===== config.mk =====
export PLATFORM = sky130hd
export DESIGN_NAME = wide_byte_serializer
export DESIGN_NICKNAME = d
export VERILOG_FILES = /design/src/rtl/wide_ser_pkg.sv /design/src/rtl/wide_ser_hold.sv /design/src/rtl/wide_byte_serializer.sv
export SDC_FILE = /design/constraint.sdc
export NUM_CORES = 1
export LEC_CHECK = 0
export CAP_MARGIN = 10
export CELL_PAD_IN_SITES_DETAIL_PLACEMENT = 0
export CELL_PAD_IN_SITES_GLOBAL_PLACEMENT = 2
export CORE_UTILIZATION = 30
export DETAILED_ROUTE_END_ITERATION = 10
export GPL_TIMING_DRIVEN = 1
export PLACE_DENSITY_LB_ADDON = 0.1
export SLEW_MARGIN = 20
export SYNTH_ARGS = -nofsm -noshare
export SYNTH_HDL_FRONTEND = slang
export SYNTH_SLANG_ARGS = --single-unit

===== constraint.sdc =====
create_clock -name clk -period 1.8 [get_ports clk]
set_clock_uncertainty 0.15 [all_clocks]
set_input_delay 0.54 -clock clk [delete_from_list [all_inputs] [get_ports clk]]
set_output_delay 0.54 -clock clk [all_outputs]
set_load 0.05 [all_outputs]

===== src/rtl/wide_ser_pkg.sv =====
// Shared types and helpers for the wide-word to byte-lane serializer.
package wide_ser_pkg;

  typedef enum logic {
    IDLE  = 1'b0,
    SHIFT = 1'b1
  } state_t;

  // Zero or over-range lane counts mean "send the whole word".
  function automatic int sanitise_lanes(input int count, input int l);
    return (count == 0 || count > l) ? l : count;
  endfunction

endpackage


===== src/rtl/wide_ser_hold.sv =====
// One-word holding register (data, lanes, frame flags) with a full flag.
// Written only when empty, drained only when full; one-cycle store.
module wide_ser_hold #(
  parameter int DW = 336,
  parameter int CW = 6
) (
  input  logic          clk,
  input  logic          rstn,
  input  logic          i_wr,
  input  logic          i_rd,
  input  logic [DW-1:0] i_data,
  input  logic [CW-1:0] i_lanes,
  input  logic          i_sof,
  input  logic          i_eof,
  output logic          o_full,
  output logic [DW-1:0] o_data,
  output logic [CW-1:0] o_lanes,
  output logic          o_sof,
  output logic          o_eof
);

  logic          r_full;
  logic [DW-1:0] r_data;
  logic [CW-1:0] r_lanes;
  logic          r_sof;
  logic          r_eof;

  always_ff @(posedge clk or negedge rstn) begin
    if (!rstn) begin
      r_full  <= 1'b0;
      r_data  <= '0;
      r_lanes <= '0;
      r_sof   <= 1'b0;
      r_eof   <= 1'b0;
    end else if (i_wr) begin
      r_full  <= 1'b1;
      r_data  <= i_data;
      r_lanes <= i_lanes;
      r_sof   <= i_sof;
      r_eof   <= i_eof;
    end else if (i_rd) begin
      r_full  <= 1'b0;
    end
  end

  assign o_full  = r_full;
  assign o_data  = r_data;
  assign o_lanes = r_lanes;
  assign o_sof   = r_sof;
  assign o_eof   = r_eof;

endmodule


===== src/rtl/wide_byte_serializer.sv =====
// Wide word to OUT_W lane serializer, lowest lane first, lane 0 one cycle after accept;
// holds outputs under out_ready=0. WIDE_SER_PINGPONG_EN adds a holding register for zero-bubble words.
module wide_byte_serializer
  import wide_ser_pkg::*;
#(
  parameter  int IN_W  = 336,
  parameter  int OUT_W = 8,
  localparam int L     = IN_W / OUT_W,
  localparam int CNT_W = $clog2(L + 1)
) (
  input  logic             clk,
  input  logic             rstn,
  input  logic             in_valid,
  output logic             in_ready,
  input  logic [IN_W-1:0]  in_data,
  input  logic [CNT_W-1:0] in_lanes,
  input  logic             in_sof,
  input  logic             in_eof,
  output logic             out_valid,
  input  logic             out_ready,
  output logic [OUT_W-1:0] out_data,
  output logic             out_start,
  output logic             out_last,
  output logic             busy,
  output logic             err_lanes
);

  state_t           r_state;
  state_t           w_state_nxt;
  logic [IN_W-1:0]  r_sreg;
  logic [CNT_W-1:0] r_left;
  logic             r_sof;
  logic             r_eof;
  logic             r_first;
  logic             r_err;

  logic             w_acc;
  logic             w_xfer;
  logic             w_final;
  logic             w_bad;
  logic             w_load_in;
  logic             w_load_hold;
  logic [CNT_W-1:0] w_lanes_san;
  logic             w_hold_full;
  logic [IN_W-1:0]  w_hold_data;
  logic [CNT_W-1:0] w_hold_lanes;
  logic             w_hold_sof;
  logic             w_hold_eof;

  assign out_valid   = (r_state == SHIFT);
  assign w_acc       = in_valid & in_ready;
  assign w_xfer      = out_valid & out_ready;
  assign w_final     = w_xfer & (r_left == CNT_W'(1));
  assign w_bad       = (in_lanes == '0) || (int'(in_lanes) > L);
  assign w_lanes_san = CNT_W'(sanitise_lanes(int'(in_lanes), L));

`ifdef WIDE_SER_PINGPONG_EN
  logic w_hold_wr;

  // Anything accepted that does not go straight into the shifter parks here.
  assign w_hold_wr = w_acc & ~w_load_in;
  assign in_ready  = ~w_hold_full;

  wide_ser_hold #(
    .DW (IN_W),
    .CW (CNT_W)
  ) u_hold (
    .clk     (clk),
    .rstn    (rstn),
    .i_wr    (w_hold_wr),
    .i_rd    (w_load_hold),
    .i_data  (in_data),
    .i_lanes (w_lanes_san),
    .i_sof   (in_sof),
    .i_eof   (in_eof),
    .o_full  (w_hold_full),
    .o_data  (w_hold_data),
    .o_lanes (w_hold_lanes),
    .o_sof   (w_hold_sof),
    .o_eof   (w_hold_eof)
  );
`else
  assign in_ready     = (r_state == IDLE);
  assign w_hold_full  = 1'b0;
  assign w_hold_data  = '0;
  assign w_hold_lanes = '0;
  assign w_hold_sof   = 1'b0;
  assign w_hold_eof   = 1'b0;
`endif

  always_ff @(posedge clk or negedge rstn) begin
    if (!rstn) r_state <= IDLE;
    else       r_state <= w_state_nxt;
  end

  always_comb begin
    w_state_nxt = r_state;
    w_load_in   = 1'b0;
    w_load_hold = 1'b0;
    case (r_state)
      IDLE: begin
        if (w_acc) begin
          w_load_in   = 1'b1;
          w_state_nxt = SHIFT;
        end
      end
      SHIFT: begin
        if (w_final) begin
          if (w_hold_full)  w_load_hold = 1'b1;
          else if (w_acc)   w_load_in   = 1'b1;
          else              w_state_nxt = IDLE;
        end
      end
    endcase
  end

  always_ff @(posedge clk or negedge rstn) begin
    if (!rstn) begin
      r_sreg  <= '0;
      r_left  <= '0;
      r_sof   <= 1'b0;
      r_eof   <= 1'b0;
      r_first <= 1'b0;
      r_err   <= 1'b0;
    end else begin
      r_err <= w_acc & w_bad;
      if (w_load_in) begin
        r_sreg  <= in_data;
        r_left  <= w_lanes_san;
        r_sof   <= in_sof;
        r_eof   <= in_eof;
        r_first <= 1'b1;
      end else if (w_load_hold) begin
        r_sreg  <= w_hold_data;
        r_left  <= w_hold_lanes;
        r_sof   <= w_hold_sof;
        r_eof   <= w_hold_eof;
        r_first <= 1'b1;
      end else if (w_xfer) begin
        r_sreg  <= r_sreg >> OUT_W;
        r_left  <= r_left - CNT_W'(1);
        r_first <= 1'b0;
      end
    end
  end

  assign out_data  = r_sreg[OUT_W-1:0];
  assign out_start = out_valid & r_sof & r_first;
  assign out_last  = out_valid & r_eof & (r_left == CNT_W'(1));
  assign busy      = out_valid | w_hold_full;
  assign err_lanes = r_err;

endmodule


==> results of run 1 <==
==> kinds of logic (layout without fill, tap and decap cells) <==
logic type,Yosys count,count (layout),share of synthesized area
other cells,0,4,0
buf+inv,126,627,0.0615
xor+xnor,3,3,0.00180
mux,1,1,0.000772
compound gates,353,353,0.157
flops,347,347,0.596
simple gates,689,695,0.182
fa+ha+maj,2,2,0.00172
==> metrics by stage <==
stage | util | setup slack [ps] | power [uW]
detailed placement | 0.412 | -505 | 16200
finish | 0.494 | -675 | 26000
global placement | 0.412 | -511 | 16100
global route | 0.494 | -759 | 27400
floorplan | - | -179 | 13700
CTS | 0.442 | -752 | 24900
==> synthesized netlist by cell type <==
library cell / number / area, um2
nor2_1: 581 / 2180
dfrtp_1: 347 / 8680
o22ai_1: 286 / 1790
nand2_1: 93 / 349
buf_2: 54 / 270
a22oi_1: 42 / 315
buf_6: 30 / 338
buf_4: 29 / 218
a22o_1: 8 / 70.1
o21ai_0: 5 / 25.0
a21oi_1: 4 / 20.0
buf_1: 4 / 15.0
inv_1: 4 / 15.0
clkbuf_1: 3 / 11.3
a211oi_1: 2 / 15.0
and2_1: 2 / 12.5
buf_8: 2 / 30.0
ha_1: 2 / 25.0
nand3_1: 2 / 10.0
nor4_1: 2 / 12.5
xnor2_1: 2 / 17.5
a222oi_1: 1 / 10.0
and3_1: 1 / 6.26
mux2_2: 1 / 11.3
nand2_4: 1 / 11.3
nand2_8: 1 / 20.0
nand2b_4: 1 / 13.8
nand4bb_1: 1 / 11.3
nor2_2: 1 / 6.26
nor2b_1: 1 / 6.26
nor3_1: 1 / 5.00
nor4b_1: 1 / 8.76
o211ai_1: 1 / 7.51
o21a_1: 1 / 7.51
o21ai_1: 1 / 5.00
o221a_1: 1 / 11.3
o311ai_0: 1 / 8.76
xor2_1: 1 / 8.76
==> flip-flops by register name, indices dropped and copies added (netlist names) <==
| register | count |
|---|---|
| busy | 1 |
| err_lanes | 1 |
| r_eof | 1 |
| r_first | 1 |
| r_left | 6 |
| r_sof | 1 |
| r_sreg | 336 |
==> what timing repair did <==
item,4_1_cts,5_1_grt
resized for setup,16,302
pin swaps,4,53
buffers inserted,7,19
gates cloned,0,48
hold endpoints to repair,146,0
hold buffers,1,0
endpoints found under the setup margin,14,357
==> worst paths after layout <==
path	startpoint	end	slack, ps	cells past startpoint
max	r_left[1]$_DFFE_PN0P_	out_last	-670	6
max in group asynchronous	rstn	busy$_DFF_PN0_	570	3
min reg2reg	r_sreg[320]$_DFFE_PN0P_	r_sreg[320]$_DFFE_PN0P_	320	2
min	rstn	r_sreg[7]$_DFFE_PN0P_	260	2
min in group clk	r_sreg[320]$_DFFE_PN0P_	r_sreg[320]$_DFFE_PN0P_	320	2
max reg2reg	busy$_DFF_PN0_	r_sreg[74]$_DFFE_PN0P_	-220	11
==> area by class of cell <==
type | instances | area [um2] | share of cell area
antenna | 4 | 10.0 | 0.000423
clock buffer | 70 | 1280 | 0.0541
clock inverter | 3 | 65.1 | 0.00275
inverter | 4 | 17.5 | 0.000740
multi-input combinational | 1054 | 6170 | 0.261
sequential | 347 | 8680 | 0.367
tap | 615 | 769 | 0.0325
timing repair buffer | 550 | 6660 | 0.281
==> worst register-to-register path, cell delays in order (launching register included) <==
cell and delay [ps]:
dfrtp_2 430, buf_4 150, buf_4 130, buf_8 130
buf_6 130, nand2_8 110, buf_12 140, buf_12 160
buf_6 120, buf_8 120, o22ai_1 80, nor2_1 110
==> placed cells by master (no fill, tap or decap), types with 2 or more instances in the layout <==
master / synthesis / routed
o21ai_0: 5 / 5
buf_6: 30 / 12
nor2_4: 0 / 64
nor4_1: 2 / 2
clkdlybuf4s50_1: 0 / 346
nor2_1: 581 / 443
inv_1: 4 / 2
a22o_1: 8 / 8
clkbuf_16: 0 / 80
clkbuf_1: 3 / 19
bufinv_16: 0 / 2
a22oi_1: 42 / 42
nand2_1: 93 / 92
nand2_8: 1 / 8
dfrtp_1: 347 / 346
o22ai_1: 286 / 234
clkbuf_8: 0 / 6
buf_8: 2 / 16
a211oi_1: 2 / 2
diode_2: 0 / 4
xnor2_1: 2 / 2
nand3_1: 2 / 2
buf_4: 29 / 73
a21oi_1: 4 / 4
buf_12: 0 / 61
nor2_2: 1 / 75
buf_16: 0 / 6
o22ai_2: 0 / 52
==> power by group <==
part	internal [uW]	switching, uW	total, uW
sequential	9930	1720	11600
combinational	3320	2620	5940
clock	5090	3280	8370
total	18300	7610	26000
==> metal layers <==
layer / wire (um) / vias to the layer above / GRT usage / part of all wire
met3: 2530 / 58 / 0.0415 / 0.047
li1: - / 6251 / - / -
met5: 88 / - / 0 / 0.0016
met1: 24600 / 6396 / 0.265 / 0.45
met2: 26100 / 292 / 0.301 / 0.48
met4: 884 / 12 / 0.0632 / 0.016
==> results.txt, run 1 <==
I/O Buffers: 361
Cell count after placement: 2,496
Final RePlAce weighted congestion: 0.804
CP Data Required Time: 1110 ps
Outcome: finished with violations
Routed vias: 13,000
Syn Inst Count: 1,521
DRC: 0
Hold crit path type: primary input to async pin
Avg Cell Area, Syn: 9.59 um2
Final cycle utilization of the critical path: 1.37
Yosys reg bits: 347
First-pass GRT wire length: 74.2 mm
Die area: 49,500 um2
Fmax: 0.404 GHz
Non-filler cells, final: 2,647
Setup crit start kind: flip-flop
Wire length per cell: 20.5 um
Crit path time final: 2470 ps
Violated checks: negative setup slack
Setup_tns: -49,000 ps
FILL cells: 4,482
1st-iter DRT viols: 703
Critical path's slowest cell: dfrtp_1
Ports: 362
Largest net degree at the start of global routing: 66
Placement-stage cell area: 19,700 um2
Mapped Nets: 1,871
Share of cells above drive strength 1: 0.230
CTS root buf: clkbuf_16
MaxCap Viol Count: 0
Routed vias/inst: 4.91
Seq/Total Area, Yosys: 0.596
Std-Cell Rows: 80
Final setup margin: -675 ps
Global route overflow: 0
Die width: 222 um
Clock-pin slew on the worst setup and hold paths: 50 ps
Core Box Area: 47,800 um2
DP Wirelength: 33.9 mm
Vias in the first global route: 12,900
TritonRoute pass-1 iters: 5
Hold Slack: 263 ps
CTS tree: done
Mapped cell area: 14,600 um2
Leak pwr: 0.00915 uW
Initial Util: 0.305
Initial antenna violation count: 10
P&R area growth vs syn: 62.2%
RSZ-0062 raised after global routing: yes
Setup CP Type: flip-flop to output pin
CP endpoint kind: output pin
Endpoints failing hold: 0
Fin. max-slew vios: 0
CTS HTree Levels: 2
Tot GR Track Use: 0.193
Slew headroom: 0.737
Die Span Y: 222 um
Number of routed nets with antenna violations: 0
CP Buf/Inv Count: 2
CP cell instances: inv_2, ha_4, nand2_4, nor4b_4, and2_4, buf_12
WL final: 54.2 mm
Clk Latency, worst-skew pair: 560 ps
Max Root-Sink Buffers: 3
Yosys Warn Count: 0
TritonCTS Sinks: 347
Max stage delay on crit path: 380 ps
Num CTS Buffers: 42
Critical path peak fanout: 2
Setup violations, final: 353
Worst path arrival time: 1780 ps
PD cells: 1100 nW/um2
Family with the most delay on the worst path: simple AND/OR/NAND/NOR gates
Design area: 23,700 um2
Distinct cells, synth: 38
Worst slew pin tran: 394 ps
Nets: 2,349
Peak VDD IR: 0.613 mV
Note: power is estimated with default switching activity, not from simulation.
==> run 2, diff against run 1 <==
SLEW_MARGIN = 40   (was 20)
==> results of run 2 <==
Same layout as run 1: the final DEF is identical, and so are final timing and power.
